<file path="config.mk">
export PLATFORM = sky130hd
export DESIGN_NAME = rfa_bank_arbiter_flat
export DESIGN_NICKNAME = d
export VERILOG_FILES = /design/src/rtl/rfa_bank_arbiter_if.sv /design/src/rtl/rfa_bank_arbiter.sv /design/src/flat_wrapper.sv
export SDC_FILE = /design/constraint.sdc
export NUM_CORES = 1
export LEC_CHECK = 0
export ABC_AREA = 1
export BUFFER_PORTS_ARGS = -buffer_cell sky130_fd_sc_hd__buf_2
export CAP_MARGIN = 30
export CELL_PAD_IN_SITES_DETAIL_PLACEMENT = 1
export CELL_PAD_IN_SITES_GLOBAL_PLACEMENT = 1
export CORE_UTILIZATION = 29
export DETAILED_ROUTE_END_ITERATION = 6
export PLACE_DENSITY = 0.71
export SYNTH_ARGS = -nofsm -noshare
export SYNTH_HDL_FRONTEND = slang
export SYNTH_SLANG_ARGS = --single-unit
</file>
<file path="constraint.sdc">
create_clock -name clk -period 4.4 [get_ports clk]
set_input_delay 0.44 -clock clk [delete_from_list [all_inputs] [get_ports clk]]
set_output_delay 0.44 -clock clk [all_outputs]
set_load 0.01 [all_outputs]
</file>
<file path="src/rtl/rfa_bank_arbiter_if.sv">
// rtl/rfa_bank_arbiter_if.sv - request/grant bundle between the issue queues and the VGPR bank arbiter
interface rfa_bank_arbiter_if;
   logic [7:0]  req_valid;
   logic [15:0] req_bank;
   logic [3:0]  bank_busy;
   logic [7:0]  req_serviced;
   logic [3:0]  bank_grant_valid;
   logic [31:0] bank_grant_sel;
   logic [7:0]  starved;

   modport master (
      output req_valid, req_bank, bank_busy,
      input  req_serviced, bank_grant_valid, bank_grant_sel, starved
   );

   modport slave (
      input  req_valid, req_bank, bank_busy,
      output req_serviced, bank_grant_valid, bank_grant_sel, starved
   );
endinterface

</file>
<file path="src/rtl/rfa_bank_arbiter.sv">
// rtl/rfa_bank_arbiter.sv - per-bank rotating-priority arbiter with starvation override for 8 issue queues
module rfa_bank_arbiter #(
   parameter int STARVE_LIMIT = 8,
   parameter int CNT_W        = 4
) (
   input  logic              clk,
   input  logic              rst,
   rfa_bank_arbiter_if.slave bus
);
   localparam logic [CNT_W-1:0] LIMIT   = CNT_W'(STARVE_LIMIT);
   localparam logic [CNT_W-1:0] CNT_MAX = '1;

   logic [3:0][2:0]       ptr_q, ptr_d;
   logic [7:0][CNT_W-1:0] wcnt_q, wcnt_d;
   logic [7:0]            starved_q, starved_d;
   logic [3:0][7:0]       cand;
   logic [3:0][7:0]       sel;
   logic [3:0]            grant_valid;
   logic [7:0]            serviced;

   // Descending scans so the last hit is the lowest index / nearest to the pointer.
   function automatic logic [7:0] pick(input logic [7:0] c, input logic [7:0] stv,
                                       input logic [2:0] p);
      logic [7:0] hot;
      logic [7:0] res;
      logic [2:0] idx;
      hot = c & stv;
      res = '0;
      if (|hot) begin
         for (int k = 7; k >= 0; k--) begin
            if (hot[k]) begin
               res    = '0;
               res[k] = 1'b1;
            end
         end
      end else begin
         for (int k = 7; k >= 0; k--) begin
            idx = p + 3'(k);
            if (c[idx]) begin
               res      = '0;
               res[idx] = 1'b1;
            end
         end
      end
      return res;
   endfunction

   function automatic logic [2:0] enc(input logic [7:0] s);
      logic [2:0] idx;
      idx = '0;
      for (int k = 0; k < 8; k++) begin
         if (s[k]) idx = 3'(k);
      end
      return idx;
   endfunction

   always_comb begin
      serviced = '0;
      for (int b = 0; b < 4; b++) begin
         for (int i = 0; i < 8; i++) begin
            cand[b][i] = bus.req_valid[i] && (bus.req_bank[2*i +: 2] == 2'(b));
         end
         sel[b]         = (rst || bus.bank_busy[b]) ? 8'h00 : pick(cand[b], starved_q, ptr_q[b]);
         grant_valid[b] = |sel[b];
         serviced       = serviced | sel[b];
         ptr_d[b]       = grant_valid[b] ? enc(sel[b]) + 3'd1 : ptr_q[b];
      end
      for (int i = 0; i < 8; i++) begin
         if (!bus.req_valid[i] || serviced[i]) begin
            wcnt_d[i] = '0;
         end else if (wcnt_q[i] == CNT_MAX) begin
            wcnt_d[i] = wcnt_q[i];
         end else begin
            wcnt_d[i] = wcnt_q[i] + CNT_W'(1);
         end
         starved_d[i] = (wcnt_d[i] >= LIMIT);
      end
   end

   always_ff @(posedge clk) begin
      if (rst) begin
         ptr_q     <= '0;
         wcnt_q    <= '0;
         starved_q <= '0;
      end else begin
         ptr_q     <= ptr_d;
         wcnt_q    <= wcnt_d;
         starved_q <= starved_d;
      end
   end

   assign bus.bank_grant_sel   = sel;
   assign bus.bank_grant_valid = grant_valid;
   assign bus.req_serviced     = serviced;
   assign bus.starved          = starved_q;
endmodule
</file>
<file path="src/flat_wrapper.sv">
// flat-port wrapper written by rule: the top's interface ports become plain ports
module rfa_bank_arbiter_flat 
#(
   parameter int STARVE_LIMIT = 8,
   parameter int CNT_W        = 4
)
  (clk, rst, bus_req_valid, bus_req_bank, bus_bank_busy, bus_req_serviced, bus_bank_grant_valid, bus_bank_grant_sel, bus_starved);
  rfa_bank_arbiter_if bus_i ();
  input  logic clk;
  input  logic rst;
  input wire logic [$bits(bus_i.req_valid)-1:0] bus_req_valid;
  input wire logic [$bits(bus_i.req_bank)-1:0] bus_req_bank;
  input wire logic [$bits(bus_i.bank_busy)-1:0] bus_bank_busy;
  output wire logic [$bits(bus_i.req_serviced)-1:0] bus_req_serviced;
  output wire logic [$bits(bus_i.bank_grant_valid)-1:0] bus_bank_grant_valid;
  output wire logic [$bits(bus_i.bank_grant_sel)-1:0] bus_bank_grant_sel;
  output wire logic [$bits(bus_i.starved)-1:0] bus_starved;
  assign bus_i.req_valid = bus_req_valid;
  assign bus_i.req_bank = bus_req_bank;
  assign bus_i.bank_busy = bus_bank_busy;
  assign bus_req_serviced = bus_i.req_serviced;
  assign bus_bank_grant_valid = bus_i.bank_grant_valid;
  assign bus_bank_grant_sel = bus_i.bank_grant_sel;
  assign bus_starved = bus_i.starved;
  rfa_bank_arbiter #(.STARVE_LIMIT(STARVE_LIMIT), .CNT_W(CNT_W)) u_core (.clk(clk), .rst(rst), .bus(bus_i));
endmodule
</file>
==> run metrics, run 1 <==
worst setup slack after layout=242.7 ps; normalized max-slew margin=38.60%; net count after synthesis=1808; register share of total power=7.3%; main combinational cell family by area after synthesis=simple AND/OR/NAND/NOR gates; TritonCTS clock tree=yes; most common library cell in the layout ignoring fill and taps=nand2_1; die span in y=179.7 um; Pint=3.268 mW; summed negative setup slack over all endpoints=0 ps; fillers=4331; synthesized-area fraction occupied by adder cells=4.917%; wire length of the first global-routing pass=61.64 mm; Arr. time, crit path=3720 ps; count of state elements after synthesis=52; critical path capture point type=output port; maxcap violations=0; largest net degree at the start of global routing=27; number of rows in the core area=64; total wire length=38.75 mm; type of the worst setup path=reg -> out; DP HPWL=31.07 mm; failing checks=design-rule violations; share of the synthesized area in compound gates (AO/OA/AOI/OAI)=14.07%; die outline area=32300 um2; Iteration-0 DRC Markers=687; number of nets with antenna violations after detailed routing=0; yosys warns=0; worst slack at placement=202.4 ps; worst skew pair latency=310 ps; fraction of layout cells with a size suffix above 1=12.11%; part of the power in the clock network=4.8%; multiplexer share of the synthesized area=0.1093%; overall via count from detail_route=11780; register clock-pin slew on the reported worst setup and hold paths=80 ps; Finished Core Util=32.44%; largest vdd supply drop=0.3130 mV; time the final worst path needs with I/O delays and setup=4157 ps; number of distinct standard cells referenced by the synthesized netlist=57; Hold Violations, Final=0; Area growth, synth to finish=9.164%; horizontal die dimension=179.7 um; top cell type's share of synthesized area=22.29%; share of synthesized area occupied by flip-flops and latches=11.36%; io pins=82; part of the cycle the worst path needs=94.48%; final weighted congestion in routability-driven placement=0.9332; prevailing post-synth register cell=dfxtp_1; switching part of the total power=64.36%; total global routing track utilization=23.34%; leading cell types in the layout, fill and taps excluded=nand2_1, inv_1, nand3_1; result of the run=finished, violations left; Sink Count=52; DRC errors left=8; Post-Route Skew=5.111 ps; count of nets after finishing=1849; path type of the worst min-delay path=reg -> reg; post-CTS setup repair buffer count=0; number of enable flip-flop cells after synthesis=0; vias in the first global route=11520; initial antenna violation count=3; number of buffers on the longest clock path=2; maximum achievable frequency=0.2405 GHz; Leakage Power=5.664 nW; RSZ-0062 raised after global routing=true; synthesized-area fraction occupied by xor and xnor cells=1.516%; synthesized cell area=9161 um2; number of detailed-route iterations in the first pass=7; crit-path max FO=14; final setup violation count=0; cell types with the largest area share after synthesis=nand2_1, nand3_1, dfxtp_1, inv_1, a21oi_1; Net Sw Power=5.902 mW; count of input and output buffers=81; number of instances in the synthesized netlist=1742; fraction of power consumed by combinational cells=87.9%; WP data required=3960 ps; WL per Instance=17.75 um; Final Max Slew Viols=0; core area=30830 um2; Initial Util=29.72%; CTS buffer count=5; Remaining Overflow, GRT=0; Post-Synth Simple-Gate Area=53.63%; Root Buffer=clkbuf_16; share of synthesized flip-flops with an asynchronous set or reset=0%; CTS H-tree depth=2; slew at the pin closest to its max-slew limit=920.0 ps; vias per cell=5.396; type of element launching the critical path=register; post-synthesis cell type with the largest combined area=nand2_1; mean area per synthesized cell=5.259 um2; Pwr per Cell Area=916.9 nW/um2
==> final timing paths <==
check / startpoint / end / slack [ps] / cells after the start
worst max-delay path: u_core.ptr_q[7]$_SDFFE_PP0P_ / bus_bank_grant_valid[2] / 240 / 23
worst min-delay path: u_core.wcnt_q[15]$_SDFF_PP0_ / u_core.wcnt_q[15]$_SDFF_PP0_ / 530 / 2
worst max register to register: u_core.ptr_q[3]$_SDFFE_PP0P_ / u_core.ptr_q[5]$_SDFFE_PP0P_ / 630 / 23
worst min register to register: u_core.wcnt_q[15]$_SDFF_PP0_ / u_core.wcnt_q[15]$_SDFF_PP0_ / 530 / 2
==> timing repair <==
action                                  in CTS  in global routing
endpoints found under the setup margin       1                 12
pin swaps                                    0                  0
endpoints found under the hold margin        0                  0
resized for setup                            2                 12
cloned                                       0                  0
hold buffers                                 0                  0
==> power by group through the flow <==
stage / Combinational, mW / Sequential [mW] / Clock, mW
after floorplan: 5.94 / 0.640 / 0
after global placement: 7.79 / 0.673 / 0
after detailed placement: 7.94 / 0.678 / 0
after CTS: 7.99 / 0.667 / 0.446
after global routing: 9.04 / 0.684 / 0.459
final: 8.06 / 0.671 / 0.441
==> flip-flops by register name (all words and copies together), names as in the netlist <==
| register | count |
|---|---|
| u_core.bus.starved | 8 |
| u_core.wcnt_q | 32 |
| u_core.ptr_q | 12 |
==> cells by family (layout without fill, tap and decap cells) <==
logic type / Yosys count / after routing
AO/OA/AOI/OAI: 230 / 230
XOR/XNOR: 12 / 12
adder cells (fa/ha/maj): 36 / 36
buffers and inverters: 310 / 352
flip-flops: 52 / 52
multiplexers: 1 / 1
other: 0 / 3
AND/OR/NAND/NOR: 1101 / 1101
==> cell usage after synthesis, types with 3 or more instances <==
cell / count
a211oi_1: 4
a21o_1: 3
a21oi_1: 118
a31oi_1: 12
and3_1: 7
buf_2: 17
buf_4: 14
buf_6: 10
clkbuf_1: 18
dfxtp_1: 52
ha_1: 36
inv_1: 227
inv_2: 18
nand2_1: 544
nand2_2: 30
nand2_4: 4
nand3_1: 215
nand3_2: 10
nand3b_1: 3
nand4_1: 28
nor2_1: 145
nor2_2: 9
nor2_4: 6
nor3_1: 83
nor3_2: 3
nor4_1: 3
o211ai_1: 3
o21ai_0: 59
o21ai_1: 8
o21ai_2: 6
o21bai_1: 4
or2_1: 4
xor2_1: 7
==> worst max-delay path, stage by stage, from the launching register on <==
cell and delay (ps):
dfxtp_2 440, inv_1 200, ha_1 390, buf_4 230
nand3_1 170, nand2_1 100, nand2_1 60, nand2_2 210
inv_1 180, nor2_1 120, nor2_1 50, nand2_1 70
nand2_1 50, nand2_1 80, nand2_1 50, nand2_1 70
nand2_1 60, nand2_1 220, nand2_1 110, inv_1 90
nand3_1 110, nor2_4 160, inv_1 50, buf_2 130
==> per-stage QoR <==
stage | cell area, um2 | total power [mW] | hold slack, ps | cells
final | 10000 | 9.170 | 526.7 | 2183
after global routing | 9993 | 10.19 | 542.6 | 2180
after CTS | 9947 | 9.099 | 524.8 | 2180
after floorplan | 9161 | 6.579 | 480.7 | 1742
after global placement | 9788 | 8.467 | 506.4 | 2172
after detailed placement | 9788 | 8.616 | 510.9 | 2172
==> routing by layer <==
metal	vias to the layer above	GRT usage, %	part of all wire, %
met1	5656	31.06	46
met3	80	2.553	5.2
met4	2	8.690	3.4
met5	-	0	0.023
met2	329	38.66	46
li1	5712	-	-
==> final cells by class <==
| cell class | instances | area, um2 | area share, % |
|---|---|---|---|
| antenna | 3 | 7.507 | 0.07507 |
| clock buffer | 5 | 125.1 | 1.251 |
| clock inverter | 3 | 28.78 | 0.2878 |
| inverter | 249 | 950.9 | 9.508 |
| multi-input combinational | 1380 | 6838 | 68.37 |
| sequential | 52 | 1045 | 10.45 |
| tap | 396 | 495.5 | 4.954 |
| timing repair buffer | 95 | 510.5 | 5.104 |
No activity file was read; power rests on OpenSTA's default activity.
==> run 2, diff against run 1 <==
--- a/config.mk
+++ b/config.mk
@@ -10,9 +10,10 @@
 export CAP_MARGIN = 30
 export CELL_PAD_IN_SITES_DETAIL_PLACEMENT = 1
 export CELL_PAD_IN_SITES_GLOBAL_PLACEMENT = 1
-export CORE_UTILIZATION = 29
+export CORE_UTILIZATION = 42
 export DETAILED_ROUTE_END_ITERATION = 6
-export PLACE_DENSITY = 0.71
+export GPL_TIMING_DRIVEN = 1
+export PLACE_DENSITY = 0.94
 export SYNTH_ARGS = -nofsm -noshare
 export SYNTH_HDL_FRONTEND = slang
 export SYNTH_SLANG_ARGS = --single-unit
==> run metrics, run 2 (same netlist as run 1, synthesis figures left out) <==
Pwr per Cell Area=960.5 nW/um2 (was 916.9 nW/um2); largest net degree at the start of global routing=28 (was 27); maximum achievable frequency=0.2396 GHz (was 0.2405 GHz); Sink Count=52 (unchanged); critical path capture point type=output port (unchanged); core area=21220 um2 (was 30830 um2); post-CTS setup repair buffer count=0 (unchanged); most common library cell in the layout ignoring fill and taps=nand2_1 (unchanged); Leakage Power=5.656 nW (was 5.664 nW); path type of the worst min-delay path=reg -> reg (unchanged); vias per cell=6.137 (was 5.396); io pins=82 (unchanged); register clock-pin slew on the reported worst setup and hold paths=90 ps (was 80 ps); number of detailed-route iterations in the first pass=5 (was 7); die outline area=22410 um2 (was 32300 um2); normalized max-slew margin=37.90% (was 38.60%); Post-Route Skew=16.05 ps (was 5.111 ps); worst skew pair latency=330 ps (was 310 ps); TritonCTS clock tree=yes (unchanged); start point of the worst min-delay path=u_core.wcnt_q[7]$_SDFF_PP0_ (was u_core.wcnt_q[15]$_SDFF_PP0_); total wire length=40.95 mm (was 38.75 mm); family with the most delay on the worst path=simple AND/OR/NAND/NOR gates (unchanged); summed negative setup slack over all endpoints=0 ps (unchanged); DP HPWL=31.10 mm (was 31.07 mm); Remaining Overflow, GRT=0 (unchanged); type of the worst setup path=reg -> out (unchanged); worst setup slack after layout=226.3 ps (was 242.7 ps); initial antenna violation count=1 (was 3); count of input and output buffers=81 (unchanged); maxcap violations=0 (unchanged); top register by number of flip-flops=u_core.wcnt_q (unchanged); Root Buffer=clkbuf_16 (unchanged); WL per Instance=19.91 um (was 17.75 um); antenna cells=0 (was 3); Hold Violations, Final=0 (unchanged); die span in y=149.7 um (was 179.7 um); type of element launching the critical path=register (unchanged); CTS H-tree depth=2 (unchanged); count of nets after finishing=1847 (was 1849); overall via count from detail_route=12620 (was 11780); sum of buffers and inverters on the critical path=6 (unchanged); final weighted congestion in routability-driven placement=0.9540 (was 0.9332); horizontal die dimension=149.7 um (was 179.7 um); fillers=3270 (was 4331); result of the run=completed (was finished, violations left); leading cell types in the layout, fill and taps excluded=nand2_1, inv_1, nand3_1 (unchanged); Arr. time, crit path=3730 ps (was 3720 ps); source of the critical timing path=u_core.ptr_q[1]$_SDFFE_PP0P_ (was u_core.ptr_q[7]$_SDFFE_PP0P_); CP max-delay cell=dfxtp_1 (was dfxtp_2); final setup violation count=0 (unchanged); Final Max Slew Viols=0 (unchanged); DRC errors left=0 (was 8); crit-path max FO=10 (was 14); part of the cycle the worst path needs=94.86% (was 94.48%); Iteration-0 DRC Markers=1277 (was 687); Cell Chain, Critical Path=inv_1 -> ha_1 -> clkinv_1 -> nand3_1 -> nand2_1 -> o21ai_1 -> buf_4 -> a21oi_1 -> nand2_1 -> nand2_1 -> nand2_1 -> nand2_1 -> nand2_1 -> nand2_1 -> nand2_1 -> nand2_1 -> nor2_2 -> inv_2 -> nor2_2 -> inv_1 -> buf_2 (was inv_1 -> ha_1 -> buf_4 -> nand3_1 -> nand2_1 -> nand2_1 -> nand2_2 -> inv_1 -> nor2_1 -> nor2_1 -> nand2_1 -> nand2_1 -> nand2_1 -> nand2_1 -> nand2_1 -> nand2_1 -> nand2_1 -> nand2_1 -> inv_1 -> nand3_1 -> nor2_4 -> inv_1 -> buf_2); time the final worst path needs with I/O delays and setup=4174 ps (was 4157 ps); vias in the first global route=12540 (was 11520); slew at the pin closest to its max-slew limit=919.4 ps (was 920.0 ps); CTS buffer count=5 (unchanged); WP data required=3960 ps (about the same); RSZ-0062 raised after global routing=false (was true); wire length of the first global-routing pass=63.83 mm (was 61.64 mm); flip-flop count of the largest register, all copies and words added=32 (unchanged); number of nets with antenna violations after detailed routing=0 (unchanged); worst slack at placement=433.1 ps (was 202.4 ps); Slowest Stage Delay on Critical Path=490 ps (was 440 ps); number of rows in the core area=53 (was 64); Area growth, synth to finish=7.157% (was 9.164%); cell with the most instances on the worst path=nand2_1 (unchanged); Initial Util=43.17% (was 29.72%); total global routing track utilization=36.03% (was 23.34%); number of buffers on the longest clock path=2 (unchanged); largest vdd supply drop=0.4478 mV (was 0.3130 mV); worst r2r src=u_core.ptr_q[4]$_SDFFE_PP0P_ (was u_core.ptr_q[3]$_SDFFE_PP0P_); fraction of layout cells with a size suffix above 1=11.84% (was 12.11%)
run 2: cell count changes in the layout (fill, tap and decap cells not counted), sizes merged:
cell      change
diode         -3
buf           -2
clkinv        +2
clkinvlp      -2
run 2: repair_timing:
action	in CTS	in global routing
hold endpoints to repair	0	0
resized for setup	0	11
hold buffers	0	0
endpoints found under the setup margin	0	12
run 2: worst paths after layout:
check	cells after the start	slack [ps]	to
max	21	230	bus_bank_grant_valid[0]
min	2	550	u_core.wcnt_q[6]$_SDFF_PP0_
max reg2reg	22	640	u_core.ptr_q[4]$_SDFFE_PP0P_
min reg2reg	2	550	u_core.wcnt_q[6]$_SDFF_PP0_
run 2: metrics by stage:
stage                     power, mW  hold WS (ps)  cell area [um2]  std cells  util [%]
after floorplan               6.579         480.7             9161       1742         -
after detailed placement      8.607         527.9             9622       2049     45.34
after CTS                     9.153         544.7             9776       2057     46.07
after global routing          10.23         601.6             9817       2057     46.26
after global placement        8.202         500.9             9622       2049     45.34
final                         9.429         546.9             9817       2057     46.26
run 2: final cells by class:
cell class              instances  area, um2  share of cell area (%)
clock buffers                   5      125.1                   1.275
clock inverters                 3      28.78                  0.2931
inverters                     249      943.4                   9.610
multi-input cells            1380       6835                   69.63
flip-flops and latches         52       1045                   10.64
well taps                     275      344.1                   3.505
repair buffers                 93      495.5                   5.047
run 2: layer usage:
metal	GRT usage, %	share of wire, %
met3	6.311	9.2
met1	43.54	39
met2	60.28	46
met4	19.85	5.8
met5	0	0.032
run 2: report_power, final:
group,total [mW],switching (mW),leakage (nW),internal (mW)
Combinational,8.29,5.80,5.15,2.49
Clock,0.458,0.237,0.0767,0.221
Sequential,0.682,0.123,0.424,0.559
run 2: worst reg2reg max path, delay by kind of cell, from the launching register on:
kind,cells,cell delay [ps]
flip-flops,1,330
AO/OA/AOI/OAI,1,250
adder cells (fa/ha/maj),2,660
buffers and inverters,4,870
AND/OR/NAND/NOR,15,1560
==> run 3, diff against run 2 <==
==> constraint.sdc (replaced) <==
create_clock -name clk -period 4.75 [get_ports clk]
set_input_delay 0.475 -clock clk [delete_from_list [all_inputs] [get_ports clk]]
set_output_delay 0.475 -clock clk [all_outputs]
set_load 0.01 [all_outputs]
==> run metrics, run 3 (same netlist as run 1, synthesis figures left out) <==
largest net degree at the start of global routing=29 (was 28); part of the cycle the worst path needs=93.05%; CTS H-tree depth=2 (unchanged); Iteration-0 DRC Markers=1310 (was 1277); worst r2r src=u_core.ptr_q[10]$_SDFFE_PP0P_ (was u_core.ptr_q[4]$_SDFFE_PP0P_); summed negative setup slack over all endpoints=0 ps (unchanged); leading cell types in the layout, fill and taps excluded=nand2_1, inv_1, nand3_1 (unchanged); source of the critical timing path=u_core.ptr_q[1]$_SDFFE_PP0P_ (unchanged); Post-Route Skew=14.62 ps (was 16.05 ps); normalized max-slew margin=32.89% (was 37.90%); top register by number of flip-flops=u_core.wcnt_q (unchanged); Hold Violations, Final=0 (unchanged); Leakage Power=5.668 nW (was 5.656 nW); number of buffers inserted by hold repair at cts=0 (unchanged); WL per Instance=19.30 um (was 19.91 um); Initial Util=43.17% (unchanged); end point of the critical path=bus_bank_grant_valid[0] (unchanged); critical register-to-register path endpoint=u_core.ptr_q[11]$_SDFFE_PP0P_ (was u_core.ptr_q[4]$_SDFFE_PP0P_); overall via count from detail_route=12410 (was 12620); RSZ-0062 raised after global routing=false (unchanged); io pins=82 (unchanged); Multi-input gate area=6827 um2 (was 6835 um2); result of the run=completed (unchanged); vias per cell=6.028 (was 6.137); number of detailed-route iterations in the first pass=6 (was 5); maximum achievable frequency=0.2262 GHz; CP max-delay cell=dfxtp_1 (unchanged); core area=21220 um2 (unchanged); Final Max Slew Viols=0 (unchanged); largest vdd supply drop=0.3386 mV (was 0.4478 mV); Pwr per Cell Area=891.2 nW/um2 (was 960.5 nW/um2); vias in the first global route=12060 (was 12540); count of input and output buffers=81 (unchanged); flip-flop count of the largest register, all copies and words added=32 (unchanged); fraction of layout cells with a size suffix above 1=11.67% (was 11.84%); final weighted congestion in routability-driven placement=0.9919 (was 0.9540); TritonCTS clock tree=yes (unchanged); post-CTS setup repair buffer count=0 (unchanged); Area growth, synth to finish=7.402% (was 7.157%); total global routing track utilization=34.97% (was 36.03%); CTS buffer count=5 (unchanged); register clock-pin slew on the reported worst setup and hold paths=90 ps (about the same); wire length of the first global-routing pass=62.30 mm (was 63.83 mm); cell with the most instances on the worst path=nand2_1 (unchanged); most common library cell in the layout ignoring fill and taps=nand2_1 (unchanged); number of buffers on the longest clock path=2 (unchanged); horizontal die dimension=149.7 um (unchanged); critical path capture point type=output port (unchanged); Arr. time, crit path=3940 ps (was 3730 ps); sequential cell area=1041 um2 (was 1045 um2); type of the worst setup path=reg -> out (unchanged); WP data required=4280 ps (was 3960 ps); number of cells on the worst reg-to-reg path=25 (was 22); count of nets after finishing=1848 (was 1847); FF-to-FF setup slack=780 ps (was 640 ps); type of element launching the critical path=register (unchanged); slew at the pin closest to its max-slew limit=1005 ps (was 919.4 ps); overall power consumption=8.769 mW (was 9.429 mW); path type of the worst min-delay path=reg -> reg (unchanged); die outline area=22410 um2 (unchanged); maxcap violations=0 (unchanged); fillers=3268 (was 3270); number of rows in the core area=53 (unchanged); DP HPWL=31.02 mm (was 31.10 mm); number of nets with antenna violations after detailed routing=0 (unchanged); time the final worst path needs with I/O delays and setup=4420 ps; DRC errors left=0 (unchanged); final setup violation count=0 (unchanged); initial antenna violation count=3 (was 1); Remaining Overflow, GRT=0 (unchanged); die span in y=149.7 um (unchanged); worst skew pair latency=310 ps (was 330 ps); total wire length=39.73 mm (was 40.95 mm); Slowest Stage Delay on Critical Path=520 ps (was 490 ps); Sink Count=52 (unchanged); Cell Chain, Critical Path=inv_1 -> ha_4 -> clkinvlp_4 -> nand3_1 -> nand2_1 -> o21ai_1 -> buf_4 -> inv_1 -> nor2_1 -> nor2_1 -> nand2_1 -> nand2_1 -> nand2_1 -> nand2_1 -> nand2_1 -> nand2_1 -> inv_1 -> nand3_1 -> nor2_2 -> inv_1 -> buf_2 (was inv_1 -> ha_1 -> clkinv_1 -> nand3_1 -> nand2_1 -> o21ai_1 -> buf_4 -> a21oi_1 -> nand2_1 -> nand2_1 -> nand2_1 -> nand2_1 -> nand2_1 -> nand2_1 -> nand2_1 -> nand2_1 -> nor2_2 -> inv_2 -> nor2_2 -> inv_1 -> buf_2); Root Buffer=clkbuf_16 (unchanged); crit-path max FO=15 (was 10)
-- run 3: power by group --
| part | switching (mW) | internal [mW] |
|---|---|---|
| clock network | 0.201 | 0.256 |
| registers | 0.104 | 0.515 |
| logic | 5.38 | 2.32 |
-- run 3: per-layer routing --
metal | up-vias | track usage [%] | routed length, um
met2 | 698 | 57.48 | 17860
met5 | - | 0 | 29
met1 | 5829 | 44.03 | 16100
met3 | 153 | 5.915 | 3806
met4 | 4 | 17.02 | 1936
li1 | 5728 | - | -
-- run 3: worst min path at each step --
stage                                 start                          endpoint  slack (ps)  depth (start not counted)
4_1_cts        u_core.wcnt_q[27]$_SDFF_PP0_      u_core.wcnt_q[26]$_SDFF_PP0_         530                          2
6_report       u_core.wcnt_q[27]$_SDFF_PP0_      u_core.wcnt_q[26]$_SDFF_PP0_         530                          2
3_3_place_gp   u_core.wcnt_q[15]$_SDFF_PP0_  u_core.bus.starved[3]$_SDFF_PP0_         500                          2
5_1_grt        u_core.wcnt_q[27]$_SDFF_PP0_      u_core.wcnt_q[26]$_SDFF_PP0_         560                          2
3_5_place_dp   u_core.wcnt_q[15]$_SDFF_PP0_  u_core.bus.starved[3]$_SDFF_PP0_         520                          2
2_1_floorplan  u_core.wcnt_q[15]$_SDFF_PP0_  u_core.bus.starved[3]$_SDFF_PP0_         480                          2
-- run 3: timing repair --
item | in CTS | in global routing
endpoints found under the setup margin | 1 | 4
pin swaps | 0 | 0
resized for setup | 1 | 5
gates cloned | 0 | 0
-- run 3: layout make-up --
| class | count | share of cell area [%] |
|---|---|---|
| inverters | 249 | 9.626 |
| clock buffers | 5 | 1.272 |
| clock inverters | 3 | 0.5086 |
| multi-input cells | 1380 | 69.38 |
| well taps | 275 | 3.497 |
| repair buffers | 94 | 5.112 |
| diodes | 1 | 0.02543 |
| flip-flops and latches | 52 | 10.58 |
-- run 3: worst max-delay path: cells and delay by family, from the launching register on --
family	cells	cell delay [ps]
and+or+nand+nor	12	1380
buffers and inverters	7	1130
DFF	1	520
adders and majority gates	1	460
AOI/OAI and AO/OA	1	120
-- run 3: stage by stage --
stage	worst slack (ps)	area, um2	instances	utilization (%)	hold WS, ps
after floorplan	1454	9161	1742	-	480.7
final	330.0	9839	2059	46.37	527.3
after CTS	165.1	9807	2058	46.21	534.0
after global placement	405.6	9629	2050	45.38	503.1
after global routing	53.96	9837	2058	46.36	564.0
after detailed placement	336.8	9629	2050	45.38	516.5
